===== config.mk =====
export PLATFORM = sky130hd
export DESIGN_NAME = uart_cmd_ctrl
export DESIGN_NICKNAME = d
export VERILOG_FILES = /design/src/rtl/uart_cmd_pkg.sv /design/src/rtl/uart_cmd_timeout.sv /design/src/rtl/uart_cmd_ctrl.sv
export SDC_FILE = /design/constraint.sdc
export NUM_CORES = 1
export LEC_CHECK = 0
export ABC_CLOCK_PERIOD_IN_PS = 2500
export CAP_MARGIN = 20
export CELL_PAD_IN_SITES_DETAIL_PLACEMENT = 0
export CELL_PAD_IN_SITES_GLOBAL_PLACEMENT = 1
export CORE_ASPECT_RATIO = 1.2
export CORE_MARGIN = 5
export CORE_UTILIZATION = 41
export CTS_CLUSTER_SIZE = 25
export DETAILED_ROUTE_END_ITERATION = 6
export PLACE_DENSITY = 0.86
export SYNTH_ARGS = -nofsm -noshare
export SYNTH_HDL_FRONTEND = slang
export SYNTH_SLANG_ARGS = --single-unit

===== constraint.sdc =====
create_clock -name clk -period 2.5 [get_ports clk]
set_input_delay 0.375 -clock clk [delete_from_list [all_inputs] [get_ports clk]]
set_output_delay 0.375 -clock clk [all_outputs]
set_load 0.005 [all_outputs]

===== src/rtl/uart_cmd_pkg.sv =====
// uart_cmd_pkg: parser states, header byte and opcode constants for uart_cmd_ctrl.
package uart_cmd_pkg;
    typedef enum logic [1:0] {IDLE, GOT_HDR, GOT_CMD, GOT_DATA} state_t;
    localparam logic [7:0] HDR_BYTE = 8'hA5;
    localparam logic [3:0] OP_DIGIT = 4'h1;
    localparam logic [3:0] OP_BLANK = 4'h2;
    localparam logic [3:0] OP_CLEAR = 4'h3;
endpackage


===== src/rtl/uart_cmd_timeout.sv =====
// uart_cmd_timeout: inter-byte down-counter, reloads on load, saturates at zero.
module uart_cmd_timeout #(
    parameter int TICKS = 125000
) (
    input  logic clk,
    input  logic rst,
    input  logic load,
    output logic expired
);
    localparam int W = $clog2(TICKS + 1);
    logic [W-1:0] count;
    assign expired = count == '0;
    always_ff @(posedge clk) begin
        if (rst) count <= '0;
        else if (load) count <= W'(TICKS);
        else if (!expired) count <= count - 1'b1;
    end
endmodule


===== src/rtl/uart_cmd_ctrl.sv =====
// uart_cmd_ctrl: 4-byte UART command parser driving digit/blank registers.
// Define UART_CMD_TIMEOUT_EN to abort partial frames after TIMEOUT_TICKS idle cycles.
module uart_cmd_ctrl
    import uart_cmd_pkg::*;
#(
    parameter int TIMEOUT_TICKS = 125000
) (
    input  logic        clk,
    input  logic        rst,
    input  logic [7:0]  rx_byte,
    input  logic        rx_valid,
    output logic [15:0] digits,
    output logic [3:0]  blank,
    output logic        frame_ok,
    output logic        frame_err,
    output logic        busy
);
    state_t state, state_nx;
    logic [7:0] cmd, data;
    logic chk_stage, good, timeout;
    assign busy = state != IDLE;
    assign chk_stage = rx_valid && state == GOT_DATA;
    assign good = rx_byte == (cmd ^ data) &&
                  (cmd[7:4] == OP_DIGIT || cmd[7:4] == OP_BLANK || cmd[7:4] == OP_CLEAR);
`ifdef UART_CMD_TIMEOUT_EN
    logic expired;
    uart_cmd_timeout #(.TICKS(TIMEOUT_TICKS)) u_timeout (
        .clk(clk),
        .rst(rst),
        .load(rx_valid && (busy || rx_byte == HDR_BYTE)),
        .expired(expired)
    );
    // A byte arriving on the expiry cycle wins over the timeout.
    assign timeout = expired && busy && !rx_valid;
`else
    assign timeout = 1'b0;
`endif
    always_comb begin
        state_nx = state;
        if (timeout) state_nx = IDLE;
        else if (rx_valid) begin
            case (state)
                IDLE:    state_nx = rx_byte == HDR_BYTE ? GOT_HDR : IDLE;
                GOT_HDR: state_nx = GOT_CMD;
                GOT_CMD: state_nx = GOT_DATA;
                default: state_nx = IDLE;
            endcase
        end
    end
    always_ff @(posedge clk) begin
        if (rst) begin
            state     <= IDLE;
            cmd       <= '0;
            data      <= '0;
            digits    <= '0;
            blank     <= 4'hF;
            frame_ok  <= 1'b0;
            frame_err <= 1'b0;
        end else begin
            state     <= state_nx;
            frame_ok  <= chk_stage && good;
            frame_err <= (chk_stage && !good) || timeout;
            if (rx_valid && state == GOT_HDR) cmd <= rx_byte;
            if (rx_valid && state == GOT_CMD) data <= rx_byte;
            if (chk_stage && good) begin
                if (cmd[7:4] == OP_DIGIT) digits[{cmd[1:0], 2'b00} +: 4] <= data[3:0];
                if (cmd[7:4] == OP_BLANK) blank <= data[3:0];
                if (cmd[7:4] == OP_CLEAR) begin
                    digits <= '0;
                    blank  <= 4'hF;
                end
            end
        end
    end
endmodule


# ---- Yosys cells after proc, flatten, opt, wreduce, memory -nomap -nowiden
# Index checks and enable logic that the tools add are counted.
# W data, S select, Z words.
dict set report word_totals {
  register_bits 40
  out_inout_bits 23
  memories 0
  romBits 0
  mem_bits_rw 0
  latch_bits 0
}
dict set report op_classes {
  n_mul 0
  reduce_logical 15
  n_addsub 1
  n_bitwise 1
  shifts 2
  mux 7
  eq_ne 8
  magnitude_cmp 0
  div_mod_pow 0
}
# cell n
set ops {}
lappend ops {{$mux W16} 2}
lappend ops {{$bwmux W16} 1}
lappend ops {{$shift A4 B6 Y16 const A} 1}
lappend ops {{$shiftx A4 B6 Y16} 1}
lappend ops {{$eq A4 B2 Y1 const B} 2}
lappend ops {{$eq A8 B8 Y1} 1}
lappend ops {{$eq A8 B8 Y1 const B} 1}
lappend ops {{$mux W4} 2}
lappend ops {{$xor A8 B8 Y8} 1}
lappend ops {{$logic_and A1 B1 Y1} 6}
lappend ops {{$neg A4 Y6} 1}
lappend ops {{$pmux W2 S3} 1}
lappend ops {{$reduce_bool A2 Y1} 3}
lappend ops {{$eq A2 B2 Y1 const B} 2}
lappend ops {{$eq A4 B1 Y1 const B} 1}
lappend ops {{$reduce_and A2 Y1} 2}
lappend ops {{$eq A2 B1 Y1 const B} 1}
lappend ops {{$logic_not A2 Y1} 1}
lappend ops {{$logic_or A1 B1 Y1} 2}
lappend ops {{$logic_not A1 Y1} 1}
lappend ops {{$mux W1} 1}

# ---- Depth between registers and ports, before layout
dict set report depth {
  depth_word 6
  mapped_depth 7
  ltp_nobuf 6
}

# ---- Least setup slack after synthesis
# Ideal clock, no wire load.
dict set report synth_path {
  path_type {register to register}
  startpoint {reg state[1]}
  endpoint {reg digits[0]}
  path_buffers 0
  slack_ps 628
  required_ps 2428
  arrival_ps 1800
  stages_incl_launch_ff 6
  setup_ps 72
  path_cell_list {dfxtp_1 ha_1 nor4bb_1 o211ai_1 nor4_4 mux2i_1}
}
dict set report synth_between {
  elab_chain_len 4
}
# element line_no
set synth_rtl {}
lappend synth_rtl {{start, declared} uart_cmd_ctrl.sv:18} ;# state_t state, state_nx;
lappend synth_rtl {{start signal, assigned} uart_cmd_ctrl.sv:60} ;# state <= state_nx;
lappend synth_rtl {{$eq A2 B2 Y1} uart_cmd_ctrl.sv:22} ;# assign chk_stage = rx_valid && state == GOT_DATA;
lappend synth_rtl {{$logic_and A1 B1 Y1} uart_cmd_ctrl.sv:22}
lappend synth_rtl {{$logic_and A1 B1 Y1} uart_cmd_ctrl.sv:65} ;# if (chk_stage && good) begin
lappend synth_rtl {{$reduce_and A2 Y1 (no source line)} n/a}
lappend synth_rtl {{end signal, assigned by index} uart_cmd_ctrl.sv:66} ;# if (cmd[7:4] == OP_DIGIT) digits[{cmd[1:0], 2'b00} +: 4] <= data[3:0];
lappend synth_rtl {{end, declared} uart_cmd_ctrl.sv:12} ;# output logic [15:0] digits,
# Every way passes these cells.
# A chain may end at the register's enable or synchronous reset.

# ---- Final worst setup path
dict set report layout_path {
  startpoint {reg data[0]}
  endpoint {reg blank[3]}
}
dict set report layout_between {
  elab_chain_len 5
}
# element line_no
set layout_rtl {}
lappend layout_rtl {{start, declared} uart_cmd_ctrl.sv:19} ;# logic [7:0] cmd, data;
lappend layout_rtl {{start signal, assigned} uart_cmd_ctrl.sv:64} ;# if (rx_valid && state == GOT_CMD) data <= rx_byte;
lappend layout_rtl {{$xor A8 B8 Y8} uart_cmd_ctrl.sv:23} ;# assign good = rx_byte == (cmd ^ data) &&
lappend layout_rtl {{$eq A8 B8 Y1} uart_cmd_ctrl.sv:23}
lappend layout_rtl {{$logic_and A1 B1 Y1} uart_cmd_ctrl.sv:23}
lappend layout_rtl {{$logic_and A1 B1 Y1} uart_cmd_ctrl.sv:65}
lappend layout_rtl {{$reduce_and A2 Y1 (no source line)} n/a}
lappend layout_rtl {{end signal, assigned} uart_cmd_ctrl.sv:67} ;# if (cmd[7:4] == OP_BLANK) blank <= data[3:0];
lappend layout_rtl {{end, declared} uart_cmd_ctrl.sv:13} ;# output logic [3:0] blank,
# Every way passes these cells.

==> metrics list <==
* CTS H-Tree Depth: 2
- On the final layout, the worst hold slack is approximately 460 ps.
* GRT overflow: 0
- Root buffer cell: sky130_fd_sc_hd__clkbuf_8
- Number of antenna violations at the first check in global routing: 0
- Of the total synthesized cell area, the portion taken by AND, OR, NAND and NOR gates is 0.289.
- Drt drc: 0
* Post-Synth XOR/XNOR Area: 0.0818
- For the final database, setup skew stands at 6.18 ps.
* Net count of the mapped netlist: 240
- Distinct cell type count after synthesis: 32
- The number of hold buffers added after CTS was 0.
- Antenna Cells: 0
* Number of antenna-violating nets in the routed design: 0
- Post-CTS timing repair inserted 0 buffers for setup.
* Combined area of all synthesized cells: roughly 2200 um2
- The routed layout has 1679 vias.
- Subtracting the final worst setup slack from the clock period gives 2000 ps.
- At the pin with the least slew margin, the transition time is around 750 ps.
* Buf/Inv on CP: 0
* Cell Count, Final, Fillers Out: around 320
- Measured against the total synthesized area, the mux share comes to 0.0968.
- Layout overhead on the synthesized area: 23.4%
- After clock tree synthesis, the clock-pin slew on the worst setup and hold paths is ~80 ps.
* Sum of negative setup slack: 0 ps
* Final hold violation count: 0
- Of the synthesized area, sequential elements account for 0.369.
* Upper clock frequency limit: 499 MHz
* Unrepaired setup endpoints after global routing: false
- Post-Syn Area per Cell: approximately 10 um2
* Vias in the first global route: ~1600
* Source-to-sink clock delay at the later pin of the worst-skew pair: ~290 ps
- Complex-gate fraction of the synthesized area: 0.0668
* TritonCTS clock tree: yes
* Layer with the highest usage after global routing: met2
- Critical path class: reg -> reg
* GRT Resource Usage Total: 0.141
- DR vias/cell: 5.23
- Max cap viols: 0
- The run finished with clean final reports.
- Adder and majority gate portion of the synthesized area: 0.0518
- For met3 alone, demand over resource in global routing was 0.0280.
* Critical path launch point type: flop
- For this run, the slowest stage of the critical path takes between 500 and 600 ps.
- Of the available clock period, the critical path in the final layout requires 0.802.
* First-pass detailed-route iteration total: 4
- Synthesis produced between 200 and 250 cells.
* Die Width: 76.4 um
- For this block, the initial DRC count from the detailed router was 94.
- Walking the worst path, the cells encountered are ha_1 -> xnor2_2 -> o2111ai_4 -> nor4_4 -> mux2i_1.
* Die Span Y: 89.7 um
- Along the worst path, the maximum fanout reaches 6.
- Crit path required time: between 2000 and 3000 ps
- Dividing total power by cell area gives a power density of 470 nW/um2.
- During placement, the flow inserted port buffers numbering 33.
- For the worst setup path, the data arrival time is around 2200 ps.
- Grouping stages by cell kind, the critical path spends the most delay in simple AND/OR/NAND/NOR gates.
- Among all stages on the critical path, the largest delay is contributed by sky130_fd_sc_hd__nor4_4.
* Seq cells post-synth: 40
- WL final: 4.81 mm
- The first global-routing pass estimated 8.05 mm of wire.
- After detailed placement, the design holds a cell count of 314.
- Net count, final: about 280
- Final Wtd Congestion: between 0.8 and 0.9
- Worst Setup Slack post-DPL: 207 ps
- Setup slack, reg-to-reg: between 400 and 500 ps
* Largest net degree at the start of global routing: 24
- The initial utilization of the core area, before any placement, comes to 0.416.
- TritonCTS Buffers: 5
- Placement row count: 29
- The clock passes through at most 2 buffers.
- In this run the static leakage power is between 0.9 and 1 nW.
- The floorplan step defined a die boundary enclosing a little under 7000 um2.
- After legalization and detailed placement, the total HPWL measured around 3.5 mm.
- GR Layer Usage met1: 0.179
- Routed length per instance: around 15 um
* Endpoint type of the worst setup path: flop
* Peak supply drop: 0.296 mV
- Share of post-route cells with drive strength above 1: 0.120
- Setup violations remaining at the end of the flow were counted as 0.
- Warnings, synthesis: 0
- Headroom to the max-slew limit came out at 0.495.
- Main combinational cell family by area after synthesis: simple AND/OR/NAND/NOR gates
- Smallest setup slack after layout: 496 ps
- Clock tree sinks: 40
- Max Transition Viols Final: 0
- In the global route stage, met2 resource usage came out at 0.244.
* Post-cts gate resize count: 0
- 34 I/O pins were placed.
* Total design power: 1.26 mW
- Worst hold-check path type: reg -> reg
- Area of the core: roughly 5200 um2
-- logic make-up after synthesis --
| group | count (synthesis) |
|---|---|
| simple gates | 103 |
| buf+inv | 17 |
| fa+ha+maj | 9 |
| flops | 40 |
| compound gates | 22 |
| xor+xnor | 8 |
| mux | 21 |
-- final cells by class --
type | instances | area, um2
Sequential cell | 40 | 801
Tap cell | 62 | 77.6
Timing Repair Buffer | 44 | 413
Multi-Input combinational cell | 163 | 1270
Inverter | 5 | 18.8
Fill cell | 531 | 2540
Clock buffer | 7 | 96.3
-- synth_stat cells (all sizes together) --
library cell / n / share of area
nor4: 8 / 0.058
nor2: 7 / 0.012
mux2i: 21 / 0.097
buf: 5 / 0.022
nor3b: 1 / 0.0035
or3: 1 / 0.0029
nand4: 5 / 0.021
xnor3: 7 / 0.074
xnor2: 1 / 0.0075
nand3: 20 / 0.046
and2: 1 / 0.0029
ha: 9 / 0.052
inv: 5 / 0.0086
clkbuf: 7 / 0.014
o2111ai: 1 / 0.012
a311oi: 1 / 0.0040
nor3: 6 / 0.014
nor4b: 1 / 0.0040
dfxtp: 40 / 0.37
nor4bb: 3 / 0.014
nand2b: 17 / 0.049
nand3b: 1 / 0.0035
o211ai: 4 / 0.014
a21oi: 16 / 0.037
nand2: 31 / 0.055
or2b: 1 / 0.0040
-- metrics by stage --
step,utilization,instance area (um2)
global placement,0.494,2580
floorplan,-,2170
global route,0.513,2680
finish,0.513,2680
detailed placement,0.494,2580
CTS,0.513,2680
-- where the power goes --
group / switching (mW) / internal (mW) / total [mW] / leakage [nW]
logic: 0.0757 / 0.0670 / 0.143 / 0.583
registers: 0.00991 / 0.644 / 0.654 / 0.323
clock network: 0.218 / 0.246 / 0.464 / 0.0503
-- final timing paths --
path,from,endpoint,cells past startpoint
setup / recovery,data[0],blank[3],5
hold / removal,data[7],data[7],2
setup reg to reg,data[0],blank[3],5
hold reg to reg,data[7],data[7],2
-- layout by cell type, fill, tap and decap left out, drive strengths merged, types with 3 or more instances in the layout --
cell type,Yosys,layout
dfxtp,40,40
clkdlybuf4s50,0,33
nand2,31,31
mux2i,21,21
nand3,20,20
nand2b,17,17
a21oi,16,16
buf,5,11
ha,9,9
nor4,8,8
nor2,7,7
clkbuf,7,7
xnor3,7,7
nor3,6,6
inv,5,5
nand4,5,5
o211ai,4,4
nor4bb,3,3
-- sequential cells by signal, indices dropped and copies added (netlist names) --
signal	flops
frame_err	1
blank	4
cmd	8
data	8
digits	16
frame_ok	1
state	2
-- tightest hold or removal path: cells and delay by family, from the launching register on --
family	cells	cell delay [ps]
flip-flops	1	310
AND/OR/NAND/NOR	1	50
AO/OA/AOI/OAI	1	50
-- layer usage --
metal	vias up	routed length [um]
met3	4	160
li1	849	-
met4	0	53
met1	799	2220
met5	-	0
met2	27	2380
Note: power is estimated with default switching activity, not from simulation.
==> RTL edit 1, RTL diff (config.mk and constraints unchanged) <==
Encoding of `state_t`: now one-hot (4 bits for 4 states).
--- a/src/rtl/uart_cmd_pkg.sv
+++ b/src/rtl/uart_cmd_pkg.sv
@@ -2,3 +2,3 @@
 package uart_cmd_pkg;
-    typedef enum logic [1:0] {IDLE, GOT_HDR, GOT_CMD, GOT_DATA} state_t;
+    typedef enum logic [3:0] {IDLE = 4'b0001, GOT_HDR = 4'b0010, GOT_CMD = 4'b0100, GOT_DATA = 4'b1000} state_t;
     localparam logic [7:0] HDR_BYTE = 8'hA5;
Formal check against the unedited RTL: same outputs for any inputs over 10 cycles, from zero or initial values and one cycle with rst high; not proved beyond that.
==> RTL edit 1 against the unedited design <==
- fmax fell by 9.6%
- cell area rose by 2.8%
- clock skew rose by 3.2 ps
- count of clock-buffer cells in the layout did not move
- via count rose by 0.60%
- setup slack got worse by 210 ps
- sequential power rose by 3.5%
- routed wire length rose by 3.7%
- worst hold slack improved by 12 ps
- power fell by 2.2%
- synthesized area rose by 1.5%
- sequential cell count rose by 2
- non-clock buffer count rose by 1
- register-to-register slack got worse by 110 ps
- largest cell class unchanged
==> RTL edit 1: results (changes against the unedited design) <==
drtPass1Iterations: 4  # unchanged
antenna_found_initial: 0  # unchanged
synthFlopType: "dfxtp_1"  # unchanged
fin_skew_ps: 9.40  # was 6.18 ps
clkSlewWorstSetupHoldPaths_ps: 80  # about the same
reg2regPathDepth: 6  # was 5
synth_async_sr_flop_share_pct: 0  # unchanged
grt_pass1_vias: 1703  # was 1612
drt_iter0_drc: 83  # was 94
rrSetupSlack_ps: 390  # was 500 ps
synth_commonest_cells: "dfxtp_1, mux2i_1, nand2_1, nand2b_1, nor2_1"  # was dfxtp_1, nand2_1, mux2i_1, nand3_1, nand2b_1
cts_setup_buffers: 0  # unchanged
synthTopCellsByArea: "dfxtp_1, mux2i_1, nand2b_1"  # was dfxtp_1, mux2i_1, ha_1
worstSkewPairLatency_ps: 290  # about the same
overflow: 0  # unchanged
peakVddDrop_uv: 233  # was 296 µV
routed_wl_um: 4990  # was 4810 µm
layout.nets: 277  # was 279
endpoint: "busy"  # was blank[3]
postPlaceCellArea_um2: 2660  # was 2580 µm²
diodes: 0  # unchanged
synthesis.nets: 234  # was 240
hp-class: "reg -> reg"  # unchanged
io_buffers: 33  # unchanged
cp.arrival_ps: 1840  # was 2220 ps
p_leak_nw: 1.04  # was 0.956 nW
dp_hpwl_um: 3650  # was 3530 µm
cts-htree-levels: 2  # unchanged
status: "completed"  # unchanged
numCtsBuffers: 5  # unchanged
vias_per_cell: 5.21  # was 5.23
syn_inst: 218  # was 220
final_layout_size_suffix_gt1_share_pct: 14.1  # was 12.0%
cts-root-buf: "clkbuf_8"  # unchanged
setup.worst_path.start: "state[1]"  # was data[0]
cts.path.max_buffers: 2  # unchanged
maxSlewHeadroom_pct: 58.5  # was 49.5%
grt_max_degree: 47  # was 24
r2r-end: "digits[4]"  # was blank[3]
grt_pass1_wl_um: 8340  # was 8050 µm
cap_violations: 0  # unchanged
track_usage_pct: 14.7  # was 14.1%
cts_hold_buffers: 0  # unchanged
cts_resized: 0  # unchanged
worstReg2RegStart: "cmd[0]"  # was data[0]
synth_seq_area_share_pct: 38.1  # was 36.9%
reg.largest.list: "digits (16), cmd (8), data (8)"  # unchanged
synth_edf_count: 0  # unchanged
final_cells: 324  # was 321
gp_congestion: 0.817  # was 0.808
yosys_warnings: 0  # unchanged
crit_path_max_fanout: 13  # was 6
synth_cell_types: 38  # was 32
-- RTL edit 1: changes by cell type after synthesis, sizes merged, moves of 4 or more --
| cell | delta |
|---|---|
| a21oi | -6 |
| nor2 | +9 |
| ha | -4 |
| nand3 | -12 |
| o2111ai | +4 |
| mux2i | +7 |
-- RTL edit 1: worst min-delay path by stage --
stage / start / endpoint / slack, ps / cells after the start
after global placement: digits[7] / digits[7] / 460 / 2
after global routing: digits[15] / digits[15] / 500 / 2
after floorplan: cmd[2] / cmd[2] / 440 / 2
after detailed placement: digits[2] / digits[2] / 460 / 2
after CTS: digits[2] / digits[2] / 480 / 2
final: digits[2] / digits[2] / 470 / 2
-- RTL edit 1: final cells by class --
type                       count  area, µm²
timing repair buffer          45        420
multi-input combinational    164       1310
clock buffer                   7       86.3
fill                         474       2510
sequential                    42        841
tap                           62       77.6
inverter                       3       11.3
clock inverter                 1       5.00
-- RTL edit 1: per-stage QoR --
| stage | total power, W | util, % | worst slack, ps | hold WS (ps) |
|---|---|---|---|---|
| floorplan | 0.000746 | - | 610 | 443 |
| finish | 0.00123 | 52.4 | 284 | 473 |
| CTS | 0.00124 | 52.4 | 270 | 477 |
| global route | 0.00128 | 52.4 | 208 | 495 |
| global placement | 0.000790 | 50.6 | 194 | 463 |
| detailed placement | 0.000791 | 50.6 | 156 | 464 |
-- RTL edit 1: report_power, final --
group / internal (W) / leakage [nW] / switching, W / total [W]
Combinational: 0.0000512 / 0.652 / 0.0000470 / 0.0000982
Clock: 0.000223 / 0.0482 / 0.000234 / 0.000457
Sequential: 0.000671 / 0.339 / 0.00000602 / 0.000677
-- RTL edit 1: cells by family (layout without fill, tap and decap cells) --
family	count (synthesis)	count (layout)	synth area share, %
AND/OR/NAND/NOR	103	103	30.0
flip-flops	42	42	38.1
multiplexers	28	28	12.7
AO/OA/AOI/OAI	19	19	5.90
buffers and inverters	12	56	2.27
XOR/XNOR	9	9	8.12
adder cells (fa/ha/maj)	5	5	2.84
-- RTL edit 1: worst max-delay path: stages, from the launching register on --
cell and delay [ps]:
dfxtp_1 480, or4b_1 600, clkdlybuf4s50_1 470
-- RTL edit 1: per-layer routing --
layer | up-vias | global-route usage, % | share of wire (%)
li1 | 857 | - | -
met1 | 792 | 18.5 | 45
met2 | 32 | 25.0 | 49
met3 | 8 | 2.89 | 4.3
met4 | 0 | 4.66 | 1.4
met5 | - | 0 | 0
==> RTL edit 2, RTL diff (same settings) <==
Without the edit above. The option `UART_CMD_TIMEOUT_EN` is turned on by a define.
--- a/src/rtl/uart_cmd_ctrl.sv
+++ b/src/rtl/uart_cmd_ctrl.sv
@@ -2,2 +2,4 @@
 // Define UART_CMD_TIMEOUT_EN to abort partial frames after TIMEOUT_TICKS idle cycles.
+`define UART_CMD_TIMEOUT_EN
+
 module uart_cmd_ctrl
Check against the original RTL: same outputs for any inputs over 4 cycles, from zero or initial values and one cycle with rst high; that may be too few to reach the edited logic, so the function may still have changed.
==> RTL edit 2 against the unedited design <==
- routed wire length increased by 34%
- core utilization increased by 0.75 points
- sequential cell count increased by 17
- setup slack got worse by 70 ps
- power increased by 150%
- sequential share of layout area increased by 1.9 points
- synthesized area increased by 35%
- cell area increased by 34%
- first-iteration DRC count increased by 24%
- clock power increased by 110%
- global-route usage increased by 1.5 points
==> RTL edit 2: results (changes against the unedited design) <==
status: "completed"  # unchanged
cts.path.max_buffers: 2  # unchanged
synth_cell_types: 47  # was 32
p_leak_nw: 1.42  # was 0.956 nW
antenna_found_initial: 0  # unchanged
vias: 2392  # was 1679
post_drt_wl_per_cell_um: 14.3  # was 15.0 µm
slowest_stage: "dfxtp_1"  # was nor4_4
synth-compound-area-share_pct: 9.89  # was 6.68%
track_usage_pct: 15.6  # was 14.1%
synth_xor_area_share_pct: 8.52  # was 8.18%
io_buffers: 33  # unchanged
grt_max_degree: 50  # was 24
critPathMaxStageDelay_ps: 400  # was 510 ps
numCtsBuffers: 9  # was 5
clkSlewWorstSetupHoldPaths_ps: 70
cp.arrival_ps: 2280  # was 2220 ps
synthFlopType: "dfxtp_1"  # unchanged
drtPass1Iterations: 4  # unchanged
vias_per_cell: 5.33  # was 5.23
synth_commonest_cells: "dfxtp_1, nand2_1, a21oi_1, nand2b_1, mux2i_1"  # was dfxtp_1, nand2_1, mux2i_1, nand3_1, nand2b_1
syn_area_per_cell_um2: 9.10  # was 9.87 µm²
diodes: 0  # unchanged
hp-class: "reg -> reg"  # unchanged
dpl.cell_count: 433  # was 314
cts-htree-levels: 3  # was 2
grt_pass1_wl_um: 10900  # was 8050 µm
grt_pass1_vias: 2332  # was 1612
synth_seq_area_share_pct: 39.1  # was 36.9%
synthTopCellsByArea: "dfxtp_1, mux2i_1, nand2_1"  # was dfxtp_1, mux2i_1, ha_1
maxSlewHeadroom_pct: 64.9  # was 49.5%
peakVddDrop_uv: 642  # was 296 µV
yosys_warnings: 0  # unchanged
synth_async_sr_flop_share_pct: 0  # unchanged
synthMuxAreaShare_pct: 6.85  # was 9.68%
fillers: 618  # was 531
fin_skew_ps: 6.22  # was 6.18 ps
layout.nets: 378  # was 279
drt_iter0_drc: 117  # was 94
synthAdderAreaFrac_pct: 4.28  # was 5.18%
reg.largest.list: "u_timeout.count (17), digits (16)"  # was digits (16), cmd (8), data (8)
crit_path_max_fanout: 5  # was 6
gp_congestion: 0.894  # was 0.808
cts_setup_buffers: 0  # unchanged
synthesis.nets: 342  # was 240
dp_hpwl_um: 4600  # was 3530 µm
cts_resized: 0  # unchanged
dp_slack_ps: 122  # was 207 ps
final_layout_size_suffix_gt1_share_pct: 10.2  # was 12.0%
worstSkewPairLatency_ps: 330  # was 290 ps
cts-root-buf: "clkbuf_8"  # unchanged
## RTL edit 2: power breakdown
part           switching (W)  internal (W)  leakage (nW)  total (W)
Sequential          0.000127       0.00103         0.463    0.00115
Clock               0.000368      0.000612         0.115   0.000979
Combinational       0.000531      0.000440         0.839   0.000971
Total                0.00103       0.00208          1.42    0.00310
## RTL edit 2: layout make-up
type                       instances  area [µm²]  share of cell area (%)
multi-input combinational        242        1690                    47.0
sequential                        57        1140                    31.8
timing repair buffer              40         395                    11.0
clock buffer                      11         151                    4.22
tap                               87         109                    3.03
clock inverter                     5        77.6                    2.16
inverter                           7        26.3                   0.732
## RTL edit 2: worst paths after layout
| path | startpoint | end | slack [ps] | depth (start not counted) |
|---|---|---|---|---|
| worst max-delay path | state[0] | digits[15] | 430 | 6 |
| worst min-delay path | data[5] | data[5] | 460 | 2 |
| worst max register to register | state[0] | digits[15] | 430 | 6 |
| worst min register to register | data[5] | data[5] | 460 | 2 |
## RTL edit 2: worst max-delay path: cells and delay by family (launching register included)
family	cells	cell delay (ps)
AOI/OAI and AO/OA	1	270
muxes	1	170
DFF	1	400
adders and majority gates	1	210
and+or+nand+nor	3	900
## RTL edit 2: cells by family (layout without fill, tap and decap cells)
logic type | after synthesis | count (layout)
compound gates | 50 | 50
xor+xnor | 19 | 19
buf+inv | 22 | 63
fa+ha+maj | 10 | 10
flops | 57 | 57
simple gates | 143 | 143
mux | 20 | 20
## RTL edit 2: metrics by stage
stage | utilization [%] | area [µm²]
finish | 52.0 | 3590
global route | 52.0 | 3590
CTS | 52.0 | 3590
detailed placement | 48.7 | 3360
global placement | 48.7 | 3360
floorplan | - | 2920
## RTL edit 2: metal layers
metal | routed length, µm | share of wire (%) | GRT usage, %
met1 | 2730 | 42 | 18.7
met5 | 0 | 0 | 0
met2 | 3250 | 51 | 26.7
met4 | 106 | 1.6 | 6.35
met3 | 338 | 5.3 | 3.79
